==> src/rtl/load_store_unit_if.sv <==
// Request/response and data-memory signals of the load/store stage.
// slave = the load/store unit; master = execute stage plus data memory.
interface load_store_unit_if #(
  parameter int unsigned addrW = 16
);
  logic              reqValid;
  logic              reqWrite;
  logic [2:0]        funct3;
  logic [31:0]       addrByte;
  logic [31:0]       wData;
  logic              busy;
  logic              respValid;
  logic              accessFault;
  logic [31:0]       rData;
  logic [addrW-1:0]  memAddr;
  logic [31:0]       memDataW;
  logic              memRW;
  logic [31:0]       memDataR;

  modport master (
    output reqValid, reqWrite, funct3, addrByte, wData, memDataR,
    input  busy, respValid, accessFault, rData, memAddr, memDataW, memRW
  );

  modport slave (
    input  reqValid, reqWrite, funct3, addrByte, wData, memDataR,
    output busy, respValid, accessFault, rData, memAddr, memDataW, memRW
  );
endinterface

==> src/rtl/load_store_unit.sv <==
// RV32I load/store stage: lane extraction with sign/zero extension, read-modify-write
// for sub-word stores, and fault reporting that never touches memory.
module load_store_unit #(
  parameter int unsigned addrW = 16
) (
  input  logic               sysCLK,
  input  logic               sysRST,
  load_store_unit_if.slave   bus
);
  localparam logic [2:0] F3_B  = 3'b000;
  localparam logic [2:0] F3_H  = 3'b001;
  localparam logic [2:0] F3_W  = 3'b010;
  localparam logic [2:0] F3_BU = 3'b100;
  localparam logic [2:0] F3_HU = 3'b101;

  typedef enum logic [2:0] {
    IDLE, LD_ADDR, LD_DATA, RMW_ADDR, RMW_DATA, ST_WR
  } state_t;

  state_t            r_state;
  logic [2:0]        r_funct3;
  logic [1:0]        r_off;
  logic [31:0]       r_wdata;
  logic              r_resp_valid;
  logic              r_access_fault;
  logic [31:0]       r_rdata;
  logic [addrW-1:0]  r_mem_addr;
  logic [31:0]       r_mem_dataw;
  logic              r_mem_rw;

  logic              w_illegal;
  logic              w_misalign;
  logic              w_fault;
  logic [31:0]       w_sh_byte;
  logic [31:0]       w_sh_half;
  logic [31:0]       w_load_data;
  logic [31:0]       w_lane_mask;
  logic [31:0]       w_merge_data;

  // Request legality, evaluated on the live request in IDLE
  always_comb begin
    w_illegal  = 1'b0;
    w_misalign = 1'b0;
    if (bus.reqWrite)
      w_illegal = !(bus.funct3 inside {F3_B, F3_H, F3_W});
    else
      w_illegal = !(bus.funct3 inside {F3_B, F3_H, F3_W, F3_BU, F3_HU});
    case (bus.funct3[1:0])
      2'b01:   w_misalign = bus.addrByte[0];
      2'b10:   w_misalign = |bus.addrByte[1:0];
      default: w_misalign = 1'b0;
    endcase
    w_fault = w_illegal | w_misalign;
  end

  // Load lane extraction from the returned word
  always_comb begin
    w_sh_byte   = bus.memDataR >> {r_off, 3'b000};
    w_sh_half   = bus.memDataR >> {r_off[1], 4'b0000};
    w_load_data = bus.memDataR;
    case (r_funct3)
      F3_B:    w_load_data = {{24{w_sh_byte[7]}}, w_sh_byte[7:0]};
      F3_H:    w_load_data = {{16{w_sh_half[15]}}, w_sh_half[15:0]};
      F3_BU:   w_load_data = {24'h0, w_sh_byte[7:0]};
      F3_HU:   w_load_data = {16'h0, w_sh_half[15:0]};
      default: w_load_data = bus.memDataR;
    endcase
  end

  // Sub-word store merge into the word read back from memory
  always_comb begin
    w_lane_mask  = (r_funct3[0] ? 32'h0000_FFFF : 32'h0000_00FF) << {r_off, 3'b000};
    w_merge_data = (bus.memDataR & ~w_lane_mask) |
                   ((r_wdata << {r_off, 3'b000}) & w_lane_mask);
  end

  always_ff @(posedge sysCLK or posedge sysRST) begin
    if (sysRST) begin
      r_state        <= IDLE;
      r_funct3       <= 3'b000;
      r_off          <= 2'b00;
      r_wdata        <= 32'h0;
      r_resp_valid   <= 1'b0;
      r_access_fault <= 1'b0;
      r_rdata        <= 32'h0;
      r_mem_addr     <= '0;
      r_mem_dataw    <= 32'h0;
      r_mem_rw       <= 1'b0;
    end else begin
      r_resp_valid <= 1'b0;
      case (r_state)
        IDLE: begin
          if (bus.reqValid) begin
            r_funct3 <= bus.funct3;
            r_off    <= bus.addrByte[1:0];
            r_wdata  <= bus.wData;
            if (w_fault) begin
              r_resp_valid   <= 1'b1;
              r_access_fault <= 1'b1;
              r_rdata        <= 32'h0;
            end else begin
              r_mem_addr <= bus.addrByte[addrW+1:2];
              if (!bus.reqWrite) begin
                r_state <= LD_ADDR;
              end else if (bus.funct3 == F3_W) begin
                r_mem_dataw <= bus.wData;
                r_mem_rw    <= 1'b1;
                r_state     <= ST_WR;
              end else begin
                r_state <= RMW_ADDR;
              end
            end
          end
        end
        LD_ADDR: r_state <= LD_DATA;
        LD_DATA: begin
          r_rdata        <= w_load_data;
          r_resp_valid   <= 1'b1;
          r_access_fault <= 1'b0;
          r_state        <= IDLE;
        end
        RMW_ADDR: r_state <= RMW_DATA;
        RMW_DATA: begin
          r_mem_dataw <= w_merge_data;
          r_mem_rw    <= 1'b1;
          r_state     <= ST_WR;
        end
        ST_WR: begin
          r_mem_rw       <= 1'b0;
          r_resp_valid   <= 1'b1;
          r_access_fault <= 1'b0;
          r_state        <= IDLE;
        end
        default: r_state <= IDLE;
      endcase
    end
  end

  assign bus.busy        = (r_state != IDLE);
  assign bus.respValid   = r_resp_valid;
  assign bus.accessFault = r_access_fault;
  assign bus.rData       = r_rdata;
  assign bus.memAddr     = r_mem_addr;
  assign bus.memDataW    = r_mem_dataw;
  assign bus.memRW       = r_mem_rw;
endmodule

==> src/flat_wrapper.sv <==
// flat-port wrapper written by rule: the top's interface ports become plain ports
module load_store_unit_flat 
#(
  parameter int unsigned addrW = 16
)
  (sysCLK, sysRST, bus_reqValid, bus_reqWrite, bus_funct3, bus_addrByte, bus_wData, bus_memDataR, bus_busy, bus_respValid, bus_accessFault, bus_rData, bus_memAddr, bus_memDataW, bus_memRW);
  load_store_unit_if #(.addrW(addrW)) bus_i ();
  input  logic sysCLK;
  input  logic sysRST;
  input wire logic [$bits(bus_i.reqValid)-1:0] bus_reqValid;
  input wire logic [$bits(bus_i.reqWrite)-1:0] bus_reqWrite;
  input wire logic [$bits(bus_i.funct3)-1:0] bus_funct3;
  input wire logic [$bits(bus_i.addrByte)-1:0] bus_addrByte;
  input wire logic [$bits(bus_i.wData)-1:0] bus_wData;
  input wire logic [$bits(bus_i.memDataR)-1:0] bus_memDataR;
  output wire logic [$bits(bus_i.busy)-1:0] bus_busy;
  output wire logic [$bits(bus_i.respValid)-1:0] bus_respValid;
  output wire logic [$bits(bus_i.accessFault)-1:0] bus_accessFault;
  output wire logic [$bits(bus_i.rData)-1:0] bus_rData;
  output wire logic [$bits(bus_i.memAddr)-1:0] bus_memAddr;
  output wire logic [$bits(bus_i.memDataW)-1:0] bus_memDataW;
  output wire logic [$bits(bus_i.memRW)-1:0] bus_memRW;
  assign bus_i.reqValid = bus_reqValid;
  assign bus_i.reqWrite = bus_reqWrite;
  assign bus_i.funct3 = bus_funct3;
  assign bus_i.addrByte = bus_addrByte;
  assign bus_i.wData = bus_wData;
  assign bus_i.memDataR = bus_memDataR;
  assign bus_busy = bus_i.busy;
  assign bus_respValid = bus_i.respValid;
  assign bus_accessFault = bus_i.accessFault;
  assign bus_rData = bus_i.rData;
  assign bus_memAddr = bus_i.memAddr;
  assign bus_memDataW = bus_i.memDataW;
  assign bus_memRW = bus_i.memRW;
  load_store_unit #(.addrW(addrW)) u_core (.sysCLK(sysCLK), .sysRST(sysRST), .bus(bus_i));
endmodule
==> config.mk <==
export PLATFORM = sky130hd
export DESIGN_NAME = load_store_unit_flat
export DESIGN_NICKNAME = d
export VERILOG_FILES = /design/src/rtl/load_store_unit_if.sv /design/src/rtl/load_store_unit.sv /design/src/flat_wrapper.sv
export SDC_FILE = /design/constraint.sdc
export NUM_CORES = 1
export LEC_CHECK = 0
export ABC_CLOCK_PERIOD_IN_PS = 3900
export CAP_MARGIN = 20
export CORE_MARGIN = 2
export CORE_UTILIZATION = 46
export DETAILED_ROUTE_END_ITERATION = 8
export HOLD_SLACK_MARGIN = 0.05
export PLACE_DENSITY = 0.8
export SLEW_MARGIN = 30
export SYNTH_ARGS = -nofsm -noshare
export SYNTH_HDL_FRONTEND = slang
export SYNTH_SLANG_ARGS = --single-unit
export TNS_END_PERCENT = 100
==> constraint.sdc <==
create_clock -name sysCLK -period 3.9 [get_ports sysCLK]
set_input_delay 0.78 -clock sysCLK [delete_from_list [all_inputs] [get_ports sysCLK]]
set_output_delay 0.78 -clock sysCLK [all_outputs]
set_load 0.01 [all_outputs]
# [Word level (Yosys, flattened, before mapping)]
# Index checks and enable logic that the tools add are counted.
[totals] reg_bits=123 input_bits=103 output_inout_bits=84
[classes] n_eq_ne=19 n_shift=4 n_mux=28 bitwise=6 n_reduce_logical=21
[ops] operator="$mux 32" n=6
[ops] operator="$pmux 32 s2" n=2
[ops] operator="$pmux 32 s4" n=1
[ops] operator="$and 32x32->32" n=2
[ops] operator="$shl 32x5->32" n=2
[ops] operator="$not 32->32" n=1
[ops] operator="$or 32x32->32" n=1
[ops] operator="$shr 32x5->16" n=1
[ops] operator="$shr 32x5->8" n=1
[ops] operator="$eq 3x3->1 const B" n=6
[ops] operator="$mux 16" n=1
[ops] operator="$mux 3" n=4
[ops] operator="$pmux 3 s4" n=1
[ops] operator="$reduce_and 5->1" n=2
[ops] operator="$eq 3x1->1 const B" n=3
[ops] operator="$eq 3x2->1 const B" n=3
[ops] operator="$logic_not 3->1" n=3
[ops] operator="$mux 1" n=9
[ops] operator="$reduce_and 3->1" n=3
[ops] operator="$reduce_bool 3->1" n=3
[ops] operator="$ne 2x2->1 const B" n=3
[ops] operator="$pmux 1 s2" n=3
[ops] operator="$reduce_bool 2->1" n=3
[ops] operator="$reduce_bool 5->1" n=1
[ops] operator="other kinds (9)" n=13

# [Depth between registers and ports, before layout]
# Gate-level depths: netlist (run 1).
[logic_depth] depth_word=8 depth_mapped=7 mapped_depth_nobuf=6

# [Least setup slack after synthesis (run 1)]
# No wires, ideal clock.
[synth_timing] kind="input port to flip-flop" startpoint="input bus_funct3[0]" endpoint="register u_core.r_mem_dataw[16], in the netlist u_core.bus.memDataW[16]" setup_time_ps=126 arrival_time_ps=2082 t_required_ps=3774 slack_ps=1692 stages=7 path_buffers=1 cell_sequence="inv_1 ha_1 o211ai_1 and3_4 buf_4 o21ai_2 a221o_1"
[synth_via] elab_chain_len=7
[synth_lines] item="from (decl)" line_no="flat_wrapper.sv:12" source="input wire logic [$bits(bus_i.funct3)-1:0] bus_funct3;"
[synth_lines] item="$eq 3x1->1, or another cell as far along" line_no="load_store_unit.sv:45, load_store_unit.sv:47"
[synth_lines] item="$reduce_bool 5->1 / $reduce_bool 3->1 (equally long branches)" line_no="load_store_unit.sv:47, load_store_unit.sv:45"
[synth_lines] item="$logic_not 1->1 (on tied branches)" line_no="load_store_unit.sv:47, load_store_unit.sv:45"
[synth_lines] item="$mux 1" line_no="load_store_unit.sv:44" source="if (bus.reqWrite)"
[synth_lines] item="$or 1x1->1" line_no="load_store_unit.sv:53" source="w_fault = w_illegal | w_misalign;"
[synth_lines] item="$ne 2x2->1 (no source line)"
[synth_lines] item="$reduce_and 5->1 (no source line) (*)"
[synth_lines] item="to (signal assigned)" line_no="load_store_unit.sv:106" source="r_mem_dataw <= bus.wData;"
[synth_lines] item="to (signal assigned)" line_no="load_store_unit.sv:124" source="r_mem_dataw <= w_merge_data;"
[synth_lines] item="to (decl)" line_no="load_store_unit.sv:28" source="logic [31:0] r_mem_dataw;"
# Mark *: on every way between the ends. The rest lies on a longest branch, timed or not.
# A chain may end at the register's enable or synchronous reset.

# [Worst setup path in the final report (run 1)]
[layout_timing] startpoint="input bus_funct3[0]" endpoint="register u_core.r_mem_dataw[23], in the netlist u_core.bus.memDataW[23]"
# The elaborated chain is that of the path after synthesis.

==> results of run 1 <==
power by group:
| group | internal [mW] | switching, mW | total (mW) |
|---|---|---|---|
| sequential | 1.64 | 0.513 | 2.15 |
| combinational | 1.75 | 1.62 | 3.37 |
| clock | 0.483 | 0.396 | 0.879 |
| total | 3.87 | 2.52 | 6.40 |
flip-flops by register name (all words and copies together), names as in the netlist:
signal                  cells
u_core.bus.memRW            1
u_core.bus.respValid        1
u_core.r_state              3
u_core.bus.accessFault      1
u_core.r_wdata             16
u_core.bus.memDataW        32
u_core.bus.memAddr         16
u_core.r_off                2
u_core.r_funct3             3
u_core.bus.rData           32
Yosys cell counts, types with 2 or more instances:
master,number
nand3_1,12
mux2_4,10
clkbuf_1,16
inv_1,6
o211ai_1,2
mux2i_1,18
a31oi_1,11
inv_2,2
nand2b_1,5
nor2b_1,3
nor3b_2,2
buf_1,4
a221o_1,8
o21ai_0,27
nor2_1,19
o221ai_1,8
nand3b_1,2
nor2_2,3
buf_4,3
or3b_1,2
mux2_2,24
nand2_1,56
dfrtp_1,107
o22ai_1,42
ha_1,3
buf_6,6
a21oi_1,10
a22oi_1,8
o22a_1,9
buf_2,18
o21a_1,2
nor3_1,19
a2bb2oi_1,15
o2111ai_1,7
a221oi_1,8
a21oi_2,2
o221a_2,15
layout make-up:
class,count,area (um^2),share of cell area [%]
Tap cell,147,184,2.41
Multi-Input combinational cell,371,2680,35.0
Clock buffer,14,274,3.58
Sequential cell,107,2680,35.0
Inverter,9,36.3,0.475
Clock inverter,1,7.51,0.0982
Timing Repair Buffer,179,1790,23.4
worst paths after layout:
kind / endpoint / from / slack [ps] / depth (start not counted)
max: u_core.bus.memDataW[23] / bus_funct3[0] / 1090 / 7
min: u_core.bus.memRW / u_core.bus.memRW / 480 / 2
max reg2reg: u_core.bus.rData[4] / u_core.r_state[0] / 1450 / 5
min reg2reg: u_core.bus.memRW / u_core.bus.memRW / 480 / 2
max in group asynchronous: u_core.r_off[1] / sysRST / 2290 / 3
min in group asynchronous: u_core.bus.memAddr[6] / sysRST / 880 / 2
stage by stage:
step                power (mW)  instances  hold WS (ps)  utilization, %
floorplan                 4.15        534           504               -
global route              6.75        828           524            63.6
finish                    6.40        828           479            63.6
global placement          5.35        813           471            61.3
CTS                       6.37        828           487            63.6
detailed placement        5.48        813           470            61.3
logic make-up (layout without fill, tap and decap cells):
kind of cell	Yosys count	count (layout)	share of synthesized area (%)
compound gates	181	181	24.2
simple gates	135	135	11.9
flops	107	107	47.5
buf+inv	56	203	5.12
mux	52	52	10.6
fa+ha+maj	3	3	0.665
routing by layer:
metal | part of all wire [%] | GRT usage (%) | vias to the layer above | routed length [um]
met1 | 40 | 37.6 | 2581 | 7330
met3 | 8.7 | 4.16 | 49 | 1580
met2 | 48 | 44.2 | 314 | 8740
met5 | 0 | 0 | - | 0
li1 | - | - | 2319 | -
met4 | 3.0 | 10.9 | 0 | 552
worst max-delay path, cell delays in order:
cell and delay (ps):
clkdlybuf4s50_1 530, inv_1 80, ha_1 270, o211ai_1 260
nand3_1 380, nor3_2 530, a221o_1 250
==> results.json, run 1 <==
{
  "status": "finished, final reports clean",
  "sum_of_routed_wire_length_over_all_layers_um": 18200,
  "setup.worst_path.class": "in -> reg",
  "ctsLongestPathBuffers": 2,
  "floorplan.die.height_um": 115,
  "synth_top_area_cell": "dfrtp_1",
  "synth_top_cell_area_share_pct": 47.5,
  "hold_viol_final": 0,
  "gr-usage-all-layers_pct": 27.4,
  "tritoncts": "done",
  "syn_inst": 534,
  "synth_top_flop_cell": "dfrtp_1",
  "cts_repair_resize_count": 0,
  "most-common-layout-cells": "clkdlybuf4s50_1, dfrtp_1, nand2_1",
  "fp-row-count": 40,
  "min_tclk_post_route_ps": 2810,
  "final.fill_count": 947,
  "syn_area_per_cell_um2": 10.6,
  "drt_first_iter_violations": 591,
  "final_area_um2": 7640,
  "unrepaired_setup_endpoints_after_global_routing": "no",
  "avgViaCountPerCell": 6.36,
  "synthesis.yosys.warnings": 0,
  "routability_congestion_estimate": 0.911,
  "wire_length_of_the_first_global_routing_pass_um": 28000,
  "drt-wirelength-per-cell_um": 22.0,
  "antenna_violations_before_repair": 0,
  "h-tree-depth": 3,
  "cts_inserted_buffers": 9,
  "cp-end-kind": "flop",
  "ant_nets": 0,
  "synth.yosys.seq_area_share_pct": 47.5,
  "drv_cap": 0,
  "most_common_library_cell_in_the_layout_ignoring_fill_and_taps": "clkdlybuf4s50_1",
  "drv_slew": 0,
  "postCtsHoldBufs": 0,
  "grt_start_max_net_pins": 56,
  "cellLeakagePower_nw": 3.06,
  "ys_async_sr_fraction_pct": 100,
  "synth.top_cells.by_area": "dfrtp_1, mux2_2, o22ai_1",
  "netlist_area_um2": 5640,
  "cp_data_arrival_time_ps": 3080,
  "clock_tree.root_cell": "clkbuf_16",
  "drtPass1Iterations": 7,
  "dr_total_vias": 5263,
  "ios": 187,
  "die-area_um2": 13200,
  "grt_overflow": 0,
  "crit_fanout": 11,
  "final_critical_path_setup_slack_ps": 1090,
  "area.growth.synth_to_final_pct": 35.5,
  "period_share_pct": 72.0,
  "antenna-diode-count": 0,
  "tightest_slew_ps": 754,
  "worst_clock_skew_ps": 7.71,
  "nNetsFinal": 783,
  "synthDistinctLibCells": 57,
  "post-cts-setup-buffers": 0,
  "clkTransAtPathRegs_ps": 70,
  "max_freq_mhz": 356,
  "crit_path_start_kind": "primary input",
  "clock_insertion_delay_worst_skew_ps": 350,
  "first_global_vias": 5209,
  "hpwl_um": 13200,
  "postSynthRegisterBits": 107,
  "worst-endpoint-required_ps": 4180,
  "slew_headroom_pct": 49.4,
  "mappedNetlistNets": 640,
  "synth_edf_count": 0,
  "drc_errors": 0,
  "pwr_density_cell_nw_per_um2": 837,
  "dpl_worst_slack_ps": 793,
  "finalSetupTns_ps": 0,
  "path_type_of_the_worst_min_delay_path": "reg -> reg",
  "core_region_area_um2": 12000,
  "clock_sinks": 107,
  "buffer_ports.inserted": 172,
  "post_dp_cell_area_um2": 7360,
  "chipWidth_um": 115,
  "peak_ir_drop_on_the_vdd_network_v": 0.000409,
  "start_util_pct": 47.0,
  "proportion_of_layout_cells_with_a_drive_suffix_above_1_pct": 13.2,
  "setup_viol_count_final": 0
}
No activity file was read; power rests on OpenSTA's default activity.
==> run 2, diff against run 1 <==
ABC_CLOCK_PERIOD_IN_PS = 2280   (was 3900)
CORE_UTILIZATION = 42   (was 46)
PLACE_DENSITY = 0.77   (was 0.8)
clock period = 2.28 ns   (was 3.9 ns; I/O delays follow)
==> run 2 against run 1 <==
Final cell count grew 7.0%; clock skew shrank 0.94 ps; register-to-register slack lost 1200 ps; sequential share of layout area fell by 1.4 points; worst setup slack lost 990 ps; combinational power up 85%; clock power rose by 68%; non-clock buffer count up 28; first-iteration DRC count down 23%; count of clock-buffer cells in the layout fell by 3; highest routed layer unchanged; wire length up 1.7%.
==> results.json, run 2 (synthesis gave the netlist of run 1 again) <==
{
  "drt_first_iter_violations": 454,
  "ios": 187,
  "crit_path_start_kind": "primary input",
  "finalSetupTns_ps": 0,
  "fp-row-count": 42,
  "switching_share_pct": 39.1,
  "ant_nets": 0,
  "cts_inserted_buffers": 9,
  "status": "finished, final reports clean",
  "worst_clock_skew_ps": 6.76,
  "tritoncts": "done",
  "route.met2.wl_um": 8640,
  "crit_buf_inv": 3,
  "sum_of_routed_wire_length_over_all_layers_um": 18500,
  "maxUsedRoutingLayer": "met4",
  "wire_length_of_the_first_global_routing_pass_um": 29200,
  "period_share_pct": 95.7,
  "worst-endpoint-required_ps": 2520,
  "path_type_of_the_worst_min_delay_path": "in -> async",
  "cellLeakagePower_nw": 3.23,
  "cell_family_with_the_largest_share_of_critical_path_delay": "buffers and inverters",
  "nNetsFinal": 811,
  "avgViaCountPerCell": 5.90,
  "crit_path_max_incr_delay_ps": 500,
  "core_region_area_um2": 13200,
  "area.growth.synth_to_final_pct": 41.2,
  "drv_cap": 0,
  "worst_path_cell_trace": "clkdlybuf4s50_1 -> inv_1 -> ha_1 -> o211ai_1 -> and2_2 -> nand3_4 -> buf_12 -> mux2_4",
  "pwr_density_cell_nw_per_um2": 1410,
  "chipWidth_um": 120,
  "routability_congestion_estimate": 0.894,
  "most_common_library_cell_in_the_layout_ignoring_fill_and_taps": "clkdlybuf4s50_1",
  "setup_viol_count_final": 0,
  "cp-end-kind": "flop",
  "post-layout-total-power_mw": 11.2,
  "first_global_vias": 5320,
  "antenna-diode-count": 0,
  "cellInternalPower_mw": 6.84,
  "clock_sinks": 107,
  "power.share.combinational_pct": 55.5,
  "gr-usage-all-layers_pct": 26.3,
  "hold_viol_final": 0,
  "register_share_of_total_power_pct": 31.3,
  "clock_insertion_delay_worst_skew_ps": 360,
  "min_tclk_post_route_ps": 2180,
  "routed_met1_length_um": 7860,
  "buffer_ports.inserted": 172,
  "antenna_violations_before_repair": 0,
  "peak_ir_drop_on_the_vdd_network_v": 0.00102,
  "start_util_pct": 42.8,
  "max_freq_mhz": 458,
  "critical_path.slowest_cell": "clkdlybuf4s50_1",
  "pwr-share-clk_pct": 13.2,
  "floorplan.die.height_um": 120,
  "final.fill_count": 1080,
  "hpwl_um": 14100,
  "most-common-layout-cells": "clkdlybuf4s50_1, dfrtp_1, nand2_1",
  "hold_slack_ps": 460,
  "netSwitchingPower_mw": 4.40,
  "unrepaired_setup_endpoints_after_global_routing": "no",
  "drt-wirelength-per-cell_um": 20.9,
  "clock_tree.root_cell": "clkbuf_16",
  "slew_headroom_pct": 50.7,
  "h-tree-depth": 3,
  "postLayoutCoreUtil_pct": 60.4,
  "cp_data_arrival_time_ps": 2420,
  "setup.worst_path.class": "in -> reg",
  "grt_start_max_net_pins": 54,
  "ctsLongestPathBuffers": 2,
  "die-area_um2": 14400,
  "drc_errors": 0,
  "tightest_slew_ps": 740,
  "proportion_of_layout_cells_with_a_drive_suffix_above_1_pct": 17.0,
  "dr_total_vias": 5225,
  "dr_wl_met3_um": 1530,
  "grt_overflow": 0,
  "clkTransAtPathRegs_ps": 70,
  "drv_slew": 0,
  "crit_fanout": 16,
  "drtPass1Iterations": 5
}
## run 2: final timing paths
path                              startpoint                       to  slack, ps  cells after the start
setup / recovery               bus_funct3[0]    u_core.bus.memAddr[7]        100                      8
hold / removal                        sysRST       u_core.r_wdata[12]        460                      2
setup reg to reg           u_core.r_state[0]  u_core.bus.memDataW[31]        270                      5
hold reg to reg             u_core.bus.memRW         u_core.bus.memRW        490                      2
max in group asynchronous             sysRST        u_core.r_state[1]       1190                      3
min in group sysCLK         u_core.bus.memRW         u_core.bus.memRW        490                      2
## run 2: power groups by stage
stage          logic [mW]  registers, mW  clock network (mW)
3_5_place_dp         6.17           3.55                   0
2_1_floorplan        3.47           3.62                   0
6_report             6.24           3.52                1.48
3_3_place_gp         6.01           3.52                   0
5_1_grt              6.73           3.62                1.59
4_1_cts              6.23           3.52                1.51
## run 2: metrics by stage
stage               cell area [um^2]  setup slack [ps]  cells
floorplan                       5650               396    534
global placement                7680              -146    869
detailed placement              7680              -236    869
CTS                             7970              28.3    886
global route                    7970              13.0    886
finish                          7970              98.2    886
## run 2: layout make-up
| type | count | area (um^2) | area share, % |
|---|---|---|---|
| inverters | 9 | 37.5 | 0.471 |
| well taps | 176 | 220 | 2.76 |
| clock buffers | 11 | 243 | 3.05 |
| flip-flops and latches | 107 | 2680 | 33.6 |
| repair buffers | 207 | 2070 | 26.0 |
| multi-input cells | 371 | 2680 | 33.6 |
| clock inverters | 5 | 37.5 | 0.471 |
## run 2: metal layers
| layer | vias to the layer above | global-route usage (%) |
|---|---|---|
| li1 | 2382 | - |
| met1 | 2569 | 35.8 |
| met2 | 245 | 41.4 |
| met3 | 29 | 6.18 |
| met4 | 0 | 9.34 |
| met5 | - | 0 |
## run 2: timing repair
action | 4_1_cts | 5_1_grt
buffers inserted | 1 | 0
hold buffers | 0 | 0
setup endpoints to repair | 1 | 1
hold endpoints to repair | 0 | 0
resized for setup | 1 | 2
==> run 3, diff against run 2 <==
ABC_AREA = 1   (was unset)
CORE_MARGIN = unset   (was 2)
CORE_UTILIZATION = 43   (was 42)
PLACE_DENSITY = 0.75   (was 0.77)
==> run 3 against run 2 <==
Non-clock buffer count down 18; sequential power down 1%; die area up 4.0%; via count up 20%; power up 3.7%; global-route usage up 0.12 points.
==> results.json, run 3 <==
{
  "status": "finished, final reports clean",
  "register_share_of_total_power_pct": 29.8,
  "tritoncts": "done",
  "synth_top_flop_cell": "dfrtp_1",
  "peak_ir_drop_on_the_vdd_network_v": 0.000725,
  "ctsLongestPathBuffers": 2,
  "synthesis.yosys.warnings": 0,
  "period_share_pct": 91.0,
  "synth_edf_count": 0,
  "grt_overflow": 0,
  "slew_headroom_pct": 62.6,
  "postLayoutCoreUtil_pct": 62.2,
  "synth.top_cells.by_area": "dfrtp_1, nand2_1, o21ai_0",
  "clock_tree.root_cell": "clkbuf_16",
  "gr-usage-all-layers_pct": 26.5,
  "first_global_vias": 5892,
  "postCtsHoldBufs": 0,
  "netlist_area_um2": 6220,
  "ios": 187,
  "crit_path_start_kind": "flop",
  "r2r_cells": 7,
  "pwr-share-clk_pct": 20.3,
  "unrepaired_setup_endpoints_after_global_routing": "no",
  "min_tclk_post_route_ps": 2070,
  "dr_total_vias": 6258,
  "buffer_ports.inserted": 172,
  "drt_first_iter_violations": 595,
  "cp_data_arrival_time_ps": 1620,
  "floorplan.die.height_um": 122,
  "cellLeakagePower_nw": 4.46,
  "crit_fanout": 5,
  "mappedNetlistNets": 995,
  "yosysMostFrequentCell": "nand2_1",
  "antenna_violations_before_repair": 0,
  "drt-wirelength-per-cell_um": 15.1,
  "wire_length_of_the_first_global_routing_pass_um": 29700,
  "final.fill_count": 1307,
  "area.growth.synth_to_final_pct": 39.8,
  "final_critical_path_setup_slack_ps": 206,
  "ys_top_cells_by_count": "nand2_1, dfrtp_1, inv_1",
  "synth.yosys.seq_area_share_pct": 46.2,
  "avgViaCountPerCell": 5.01,
  "clock_sinks": 115,
  "dpl_worst_slack_ps": -56.8,
  "most-common-layout-cells": "nand2_1, clkdlybuf4s50_1, dfrtp_1",
  "setup.worst_path.class": "reg -> out",
  "max_freq_mhz": 482,
  "sum_of_routed_wire_length_over_all_layers_um": 18800,
  "fp-row-count": 43,
  "grt_start_max_net_pins": 81,
  "syn_inst": 889,
  "chipWidth_um": 122,
  "postSynthRegisterBits": 115,
  "cellInternalPower_mw": 6.87,
  "core_region_area_um2": 14000,
  "netSwitchingPower_mw": 4.78,
  "nNetsFinal": 1161,
  "pwr_density_cell_nw_per_um2": 1340,
  "clock_insertion_delay_worst_skew_ps": 410,
  "ant_nets": 0,
  "h-tree-depth": 4,
  "ys_async_sr_fraction_pct": 100,
  "tightest_slew_ps": 558,
  "antenna-diode-count": 0,
  "drv_slew": 0,
  "final_area_um2": 8700,
  "start_util_pct": 44.5,
  "synth_top_cell_area_share_pct": 46.2,
  "drv_cap": 0,
  "drtPass1Iterations": 7,
  "setup_viol_count_final": 0,
  "worst_clock_skew_ps": 6.77,
  "routability_congestion_estimate": 0.932,
  "syn_area_per_cell_um2": 7.00,
  "most_common_library_cell_in_the_layout_ignoring_fill_and_taps": "nand2_1",
  "synth_top_area_cell": "dfrtp_1",
  "synthDistinctLibCells": 32,
  "power.share.combinational_pct": 49.9,
  "worst-endpoint-required_ps": 1820,
  "cts_inserted_buffers": 17,
  "switching_share_pct": 41.1,
  "path_type_of_the_worst_min_delay_path": "in -> async",
  "proportion_of_layout_cells_with_a_drive_suffix_above_1_pct": 5.81,
  "die-area_um2": 15000,
  "drc_errors": 0,
  "cp-end-kind": "output pin",
  "clkTransAtPathRegs_ps": 50,
  "hpwl_um": 14000,
  "post_dp_cell_area_um2": 8170,
  "hold_viol_final": 0
}
[run 3: what timing repair did]
| item | 4_1_cts | 5_1_grt |
|---|---|---|
| endpoints found under the setup margin | 0 | 5 |
| buffers inserted | 0 | 0 |
| resized for setup | 0 | 1 |
[run 3: layout make-up]
class                      instances  area, um^2  share of cell area, %
sequential                       115        2880                   33.1
multi-input combinational        629        2730                   31.4
timing repair buffer             189        1940                   22.3
clock buffer                      28         507                   5.83
inverter                         103         397                   4.56
tap                              180         225                   2.59
clock inverter                     4        22.5                  0.259
[run 3: path summary, 6_finish.rpt]
| kind | start | end | slack (ps) |
|---|---|---|---|
| max | u_core.r_state[0] | bus_busy | 210 |
| min | sysRST | u_core.bus.memAddr[4] | 320 |
| max reg2reg | u_core.r_state[0] | u_core.bus.memDataW[11] | 320 |
| min reg2reg | u_core.bus.rData[7] | u_core.bus.rData[7] | 470 |
| max in group asynchronous | sysRST | u_core.bus.rData[8] | 1280 |
| min in group sysCLK | u_core.bus.rData[7] | u_core.bus.rData[7] | 470 |
[run 3: cells by family after synthesis]
logic type	count (synthesis)	synth area share (%)
buffers and inverters	145	9.85
and+or+nand+nor	489	31.7
AOI/OAI and AO/OA	137	11.6
adders and majority gates	3	0.603
DFF	115	46.2
[run 3: power by group through the flow]
stage | sequential [mW] | clock (mW) | combinational (mW)
5_1_grt | 3.57 | 2.51 | 6.50
2_1_floorplan | 3.66 | 0 | 3.23
4_1_cts | 3.46 | 2.41 | 5.80
3_3_place_gp | 3.46 | 0 | 5.67
3_5_place_dp | 3.47 | 0 | 5.77
6_report | 3.47 | 2.36 | 5.82
[run 3: worst max-delay path, stage by stage, from the launching register on]
cell	delay [ps]
dfrtp_1	450
nor2_2	180
nand2_2	90
clkdlybuf4s50_1	490
[run 3: layer usage]
metal / global-route usage, % / up-vias / wire (um)
li1: - / 3096 / -
met5: 0 / - / 0
met1: 36.0 / 2841 / 8490
met2: 39.7 / 281 / 8180
met4: 11.1 / 0 / 495
met3: 7.20 / 40 / 1650
[run 3: through the flow]
step / hold slack, ps / instances / setup TNS, ps / total power, mW
final: 318 / 1248 / 0 / 11.7
after detailed placement: 461 / 1216 / -1560 / 9.24
after CTS: 308 / 1248 / 0 / 11.7
after global routing: 324 / 1248 / 0 / 12.6
after floorplan: 468 / 889 / 0 / 6.89
after global placement: 457 / 1216 / 0 / 9.14
